`src/rtl/csr_commit_ctrl.sv`:
```
// Commit-time sequencer for the machine-mode CSR file: CSR read-modify-write,
// ECALL trap entry and MRET return, one operation in flight at a time.
module csr_commit_ctrl #(
  parameter int ROB_W         = 5,
  parameter int DRAIN_TIMEOUT = 255
) (
  input  logic             clock,
  input  logic             reset,
  input  logic             req_valid,
  output logic             req_ready,
  input  logic [2:0]       req_op,
  input  logic [11:0]      req_addr,
  input  logic [31:0]      req_src,
  input  logic             req_src_zero,
  input  logic [31:0]      req_pc,
  input  logic [ROB_W-1:0] req_rob_id,
  input  logic             sb_empty,
  input  logic [31:0]      mepc_in,
  input  logic [31:0]      mcause_in,
  input  logic [31:0]      mstatus_in,
  input  logic [31:0]      mtvec_in,
  input  logic [31:0]      mvendorid_in,
  input  logic [31:0]      marchid_in,
  output logic [31:0]      csrd,
  output logic [3:0]       csr_wen,
  output logic             ecall_flag,
  output logic [31:0]      ecall_pc,
  output logic             redirect_valid,
  output logic [31:0]      redirect_pc,
  output logic             flush,
  output logic             resp_valid,
  input  logic             resp_ready,
  output logic [31:0]      resp_data,
  output logic [ROB_W-1:0] resp_rob_id,
  output logic             resp_illegal,
  output logic             drain_err
);

  localparam int          DATA_W      = 32;
  localparam logic [7:0]  DRAIN_LIMIT = 8'(DRAIN_TIMEOUT);

  localparam logic [2:0]  OP_RW   = 3'd0;
  localparam logic [2:0]  OP_RS   = 3'd1;
  localparam logic [2:0]  OP_RC   = 3'd2;
  localparam logic [2:0]  OP_ECALL = 3'd3;
  localparam logic [2:0]  OP_MRET = 3'd4;

  localparam logic [11:0] A_MEPC      = 12'h341;
  localparam logic [11:0] A_MCAUSE    = 12'h342;
  localparam logic [11:0] A_MSTATUS   = 12'h300;
  localparam logic [11:0] A_MTVEC     = 12'h305;
  localparam logic [11:0] A_MVENDORID = 12'hF11;
  localparam logic [11:0] A_MARCHID   = 12'hF12;

  typedef enum logic [2:0] {
    S_IDLE,
    S_EXEC,
    S_WRITE,
    S_DRAIN,
    S_TRAP,
    S_REDIR,
    S_RESP
  } state_t;

  state_t state_q, state_d;

  // Saturating so a very long drain never wraps back below the limit.
  function automatic logic [7:0] sat_inc(input logic [7:0] v);
    return (v == 8'hFF) ? v : v + 8'd1;
  endfunction

  // Capture stage: op fields held from the accept cycle until the response.
  logic [2:0]        op_p0;
  logic [11:0]       addr_p0;
  logic [DATA_W-1:0] src_p0;
  logic              src_zero_p0;
  logic [DATA_W-1:0] pc_p0;
  logic [ROB_W-1:0]  rob_p0;

  // Execute stage results: pre-write value, merged value, write strobe.
  logic [DATA_W-1:0] old_p1;
  logic [DATA_W-1:0] new_p1;
  logic [3:0]        wen_p1;
  logic              illegal_p1;

  logic [7:0]        drain_cnt;
  logic              drain_err_q;

  logic              dec_known;
  logic              dec_ro;
  logic [3:0]        dec_wen;
  logic [DATA_W-1:0] dec_old;
  logic              wr_en;
  logic [DATA_W-1:0] new_val;
  logic              exec_illegal;

  always_comb begin
    dec_known = 1'b1;
    dec_ro    = 1'b0;
    dec_wen   = 4'b0000;
    dec_old   = '0;
    case (addr_p0)
      A_MEPC:      begin dec_old = mepc_in;      dec_wen = 4'b0001; end
      A_MCAUSE:    begin dec_old = mcause_in;    dec_wen = 4'b0010; end
      A_MSTATUS:   begin dec_old = mstatus_in;   dec_wen = 4'b0100; end
      A_MTVEC:     begin dec_old = mtvec_in;     dec_wen = 4'b1000; end
      A_MVENDORID: begin dec_old = mvendorid_in; dec_ro  = 1'b1;    end
      A_MARCHID:   begin dec_old = marchid_in;   dec_ro  = 1'b1;    end
      default:     dec_known = 1'b0;
    endcase

    wr_en = (op_p0 == OP_RW) || !src_zero_p0;

    case (op_p0)
      OP_RW:   new_val = src_p0;
      OP_RS:   new_val = dec_old | src_p0;
      default: new_val = dec_old & ~src_p0;
    endcase

    exec_illegal = !dec_known || (dec_ro && wr_en);
  end

  always_comb begin
    state_d = state_q;
    case (state_q)
      S_IDLE: begin
        if (req_valid) begin
          if (req_op == OP_RW || req_op == OP_RS || req_op == OP_RC)
            state_d = S_EXEC;
          else if (req_op == OP_ECALL || req_op == OP_MRET)
            state_d = S_DRAIN;
          else
            state_d = S_RESP;
        end
      end
      S_EXEC:  state_d = (exec_illegal || !wr_en) ? S_RESP : S_WRITE;
      S_WRITE: state_d = S_RESP;
      S_DRAIN: begin
        if (sb_empty)
          state_d = (op_p0 == OP_ECALL) ? S_TRAP : S_REDIR;
      end
      S_TRAP:  state_d = S_REDIR;
      S_REDIR: state_d = S_RESP;
      S_RESP: begin
        if (resp_ready)
          state_d = S_IDLE;
      end
      default: state_d = S_IDLE;
    endcase
  end

  always_ff @(posedge clock) begin
    if (reset) begin
      state_q     <= S_IDLE;
      drain_cnt   <= 8'd0;
      drain_err_q <= 1'b0;
    end else begin
      state_q <= state_d;
      if (state_q == S_DRAIN && !sb_empty)
        drain_cnt <= sat_inc(drain_cnt);
      else
        drain_cnt <= 8'd0;
      if (state_q == S_DRAIN && drain_cnt == DRAIN_LIMIT)
        drain_err_q <= 1'b1;
    end
  end

  always_ff @(posedge clock) begin
    if (state_q == S_IDLE && req_valid) begin
      op_p0       <= req_op;
      addr_p0     <= req_addr;
      src_p0      <= req_src;
      src_zero_p0 <= req_src_zero;
      pc_p0       <= req_pc;
      rob_p0      <= req_rob_id;
      old_p1      <= '0;
      wen_p1      <= 4'b0000;
      illegal_p1  <= (req_op > OP_MRET);
    end else if (state_q == S_EXEC) begin
      old_p1     <= exec_illegal ? '0 : dec_old;
      new_p1     <= new_val;
      wen_p1     <= dec_wen;
      illegal_p1 <= exec_illegal;
    end
  end

  // Side-effect strobes are masked by reset so a write or redirect that is
  // pending in the reset cycle never reaches the CSR file or front end.
  always_comb begin
    req_ready      = (state_q == S_IDLE);
    csr_wen        = (state_q == S_WRITE && !reset) ? wen_p1 : 4'b0000;
    csrd           = (state_q == S_WRITE) ? new_p1 : '0;
    ecall_flag     = (state_q == S_TRAP) && !reset;
    ecall_pc       = (state_q == S_TRAP) ? pc_p0 : '0;
    redirect_valid = (state_q == S_REDIR) && !reset;
    flush          = (state_q == S_REDIR) && !reset;
    redirect_pc    = '0;
    if (state_q == S_REDIR)
      redirect_pc = (op_p0 == OP_ECALL) ? (mtvec_in & ~32'h3) : mepc_in;
    resp_valid     = (state_q == S_RESP);
    resp_data      = (state_q == S_RESP) ? old_p1 : '0;
    resp_rob_id    = (state_q == S_RESP) ? rob_p0 : '0;
    resp_illegal   = (state_q == S_RESP) && illegal_p1;
    drain_err      = drain_err_q;
  end

endmodule

```
`config.mk`:
```
export PLATFORM = sky130hd
export DESIGN_NAME = csr_commit_ctrl
export DESIGN_NICKNAME = d
export VERILOG_FILES = /design/src/rtl/csr_commit_ctrl.sv
export SDC_FILE = /design/constraint.sdc
export NUM_CORES = 1
export LEC_CHECK = 0
export ABC_AREA = 1
export BUFFER_PORTS_ARGS = -buffer_cell sky130_fd_sc_hd__buf_2
export CORE_AREA = 2 2 164 166
export DETAILED_ROUTE_END_ITERATION = 10
export DIE_AREA = 0 0 166 168
export PLACE_DENSITY_LB_ADDON = 0.12
export SLEW_MARGIN = 40
export SYNTH_ARGS = -nofsm -noshare
export SYNTH_HDL_FRONTEND = slang
export SYNTH_SLANG_ARGS = --single-unit
```
`constraint.sdc`:
```
create_clock -name clock -period 9.4 [get_ports clock]
set_input_delay 2.82 -clock clock [delete_from_list [all_inputs] [get_ports clock]]
set_output_delay 2.82 -clock clock [all_outputs]
set_load 0.1 [all_outputs]
```
==> flow_summary_export.csv <==
group,metric,value,unit
grt,antenna_found_initial,9,
cells_and_area,multi_input_area,3570,um^2
logic_synthesis,async_flop_share,0,
setup_path,ff2ff_path_depth,8,
logic_synthesis,synth-edff-count,118,
hold_path,holdPathStages,2,
drt,drcViolationCount,0,
placement,io_buffers,425,
drt,wl_met1,14900,um
setup_path,required,6.58,ns
timing,clock_skew,0.0133,ns
timing,tightest_slew,0.763,ns
setup_path,r2r-start,"addr_p0[7]",
cells_and_area,regArea,4500,um^2
setup_path,cp.arrival,3.80,ns
clocking,htreeDepth,4,
clocking,cts_setup_buffers,0,
floorplan,ios,426,
logic_synthesis,synth-seq-area-share,0.489,
cells_and_area,area_delta_synth_final,35.0,%
logic_synthesis,netlist_instances,1228,
power_and_ir_drop,max-vdd-ir-drop,0.150,mV
grt,grt_pass1_wl,53500,um
grt,grt_pass1_vias,8984,
logic_synthesis,yosysWarnings,0,
drt,dr.pass1.iters,5,
logic_synthesis,avgSynthCellArea,7.51,um^2
clocking,cts_resized,0,
placement,hpwl,26600,um
timing,fmax,151,MHz
timing,rsz0062_at_grt,"no",
timing,setup_viol,0,
cells_and_area,num-fill-cells,2717,
hold_path,worstHoldStart,"old_p1[18]",
setup_path,setup.worst_path.end_class,"primary output",
clocking,clk_pin_slew,0.06,ns
hold_path,min_path_type,"register to register",
drt,wl_met2,17800,um
logic_synthesis,ys_ff_latch,166,
setup_path,crit_fanout,2,
logic_synthesis,yosysUniqueCellTypes,40,
power_and_ir_drop,power.leakage,0.00650,uW
drt,ant_nets,0,
grt,grt_use_total,0.257,
floorplan,design.core.area,26400,um^2
power_and_ir_drop,p_per_area,249,nW/um^2
cells_and_area,drive_gt1_frac,0.319,
timing,slew_violations,0,
grt,overflow,0,
floorplan,rows,60,
logic_synthesis,ys.flop_type,"edfxtp_1",
drt,highest_layer,"met5",
drt,wirelength,36700,um
grt,grt_max_degree,62,
floorplan,dieHeight,168,um
logic_synthesis,synth_area,9220,um^2
hold_path,min_to,"old_p1[18]",
drt,viasPerCell,4.71,
setup_path,r2r_end,"illegal_p1",
timing,worst_slack,2.78,ns
drt,vias,9408,
clocking,cts_buffer_depth,2,
timing,totalNegativeSetupSlack,0,ns
clocking,clkSinkCount,166,
cells_and_area,fin_nets,1922,
timing,report.final.hold_viol_count,0,
clocking,root_buffer,"clkbuf_16",
floorplan,initial_core_util,0.350,
clocking,tritoncts,"yes",
clocking,numCtsBuffers,17,
setup_path,reg2reg_slack,6.40,ns
flow_run,cap_violations,0,
timing,min_period,6.62,ns
clocking,postCtsHoldBufs,0,
placement,pre_cts_ws,2.74,ns
timing,max_slew_margin,0.491,
setup_path,worst_setup_path_start_kind,"input port",
drt,initialDrtViolationCount,549,
logic_synthesis,synth_nets,1511,
clocking,clk_latency,0.43,ns
placement,gp_congestion,0.877,
outcome,status,"complete, no violations",
floorplan,dieWidth,166,um
floorplan,dieArea,27900,um^2
power_and_ir_drop,p_total,3100,uW
drt,wl_per_cell,18.3,um
setup_path,critPathKind,"input port to primary output",
drt,wl_met3,2980,um
timing,fin_crit_sh,0.705,
-- power breakdown --
group	switching (uW)	total (uW)	internal (uW)
clock	323	779	455
combinational	1070	1300	236
sequential	53.5	1020	962
total	1440	3100	1650
-- final cells by class --
class,count,share of cell area
Antenna cell,6,0.00121
Multi-Input combinational cell,768,0.287
Tap cell,341,0.0343
Inverter,244,0.0739
Sequential cell,166,0.362
Timing Repair Buffer,442,0.190
Clock buffer,18,0.0345
Clock inverter,14,0.0169
-- per-layer routing --
metal  track usage  vias up
met2         0.443      453
met5             0        -
li1              -     4664
met4        0.0866        6
met1         0.317     4233
met3        0.0639       52
-- worst max-delay path: stages --
cell and delay, ns:
buf_2 0.07, inv_1 0.05, a211oi_1 0.36, buf_2 0.50
-- cell families after synthesis --
| family | after synthesis | share of synthesized area |
|---|---|---|
| buffers and inverters | 294 | 0.130 |
| xor gates and xnor gates | 2 | 0.00190 |
| and+or+nand+nor | 657 | 0.308 |
| AOI/OAI and AO/OA | 108 | 0.0699 |
| DFF | 166 | 0.489 |
| adders and majority gates | 1 | 0.00136 |
-- placed cells by master (no fill, tap or decap), drive strengths merged, types with 20 or more instances in the layout --
cell,synthesis,routed
o22ai,20,20
nor2,234,234
a211oi,20,20
buf,28,442
dfxtp,48,48
inv,244,251
nand3,84,84
edfxtp,118,118
a21oi,31,31
nand2,310,310
o21ai,31,31
-- metrics by stage --
step	hold WS (ns)	cells	util	area, um^2
after floorplan	0.426	1228	-	9220
after global placement	0.438	1952	0.440	11600
after detailed placement	0.441	1961	0.447	11800
after CTS	0.454	1993	0.471	12400
after global routing	0.461	1996	0.472	12400
final	0.452	1999	0.472	12400
-- worst max-delay path by stage --
stage,start,to,depth (start not counted)
floorplan,mepc_in[16],redirect_pc[16],2
global placement,mepc_in[6],redirect_pc[6],4
detailed placement,mepc_in[6],redirect_pc[6],4
CTS,mepc_in[6],redirect_pc[6],4
global route,mepc_in[6],redirect_pc[6],4
finish,mepc_in[6],redirect_pc[6],4
-- cells in the mapped netlist, types with 2 or more instances --
cell      number  area, um^2
inv_1        241         905
o21ai_1       10        50.1
nor3_4         2        32.5
nand4_1       15        93.8
o21ai_0       20         100
nand3_2       22         220
nor2_1       226         848
buf_2         10        50.1
nand2_2        3        18.8
buf_4          6        45.0
inv_2          2        7.51
buf_6          8        90.1
a211oi_1      20         150
nor2_2         4        25.0
dfxtp_1       48         961
clkbuf_1      22        82.6
or2_2          3        18.8
buf_1          4        15.0
edfxtp_1     118        3540
o22ai_1       20         125
nor3_1         6        30.0
nand2_1      306        1150
o211ai_1       2        15.0
nor2_4         4        45.0
a21oi_1       31         155
nand3_1       61         305
-- flip-flops by register name (all words and copies together), names as in the netlist --
| signal | cells |
|---|---|
| new_p1 | 32 |
| old_p1 | 32 |
| pc_p0 | 32 |
| src_p0 | 32 |
| addr_p0 | 12 |
| drain_cnt | 8 |
| rob_p0 | 5 |
| wen_p1 | 4 |
| op_p0 | 3 |
| state_q | 3 |
| drain_err | 1 |
| illegal_p1 | 1 |
| src_zero_p0 | 1 |
Note: power is estimated with default switching activity, not from simulation.
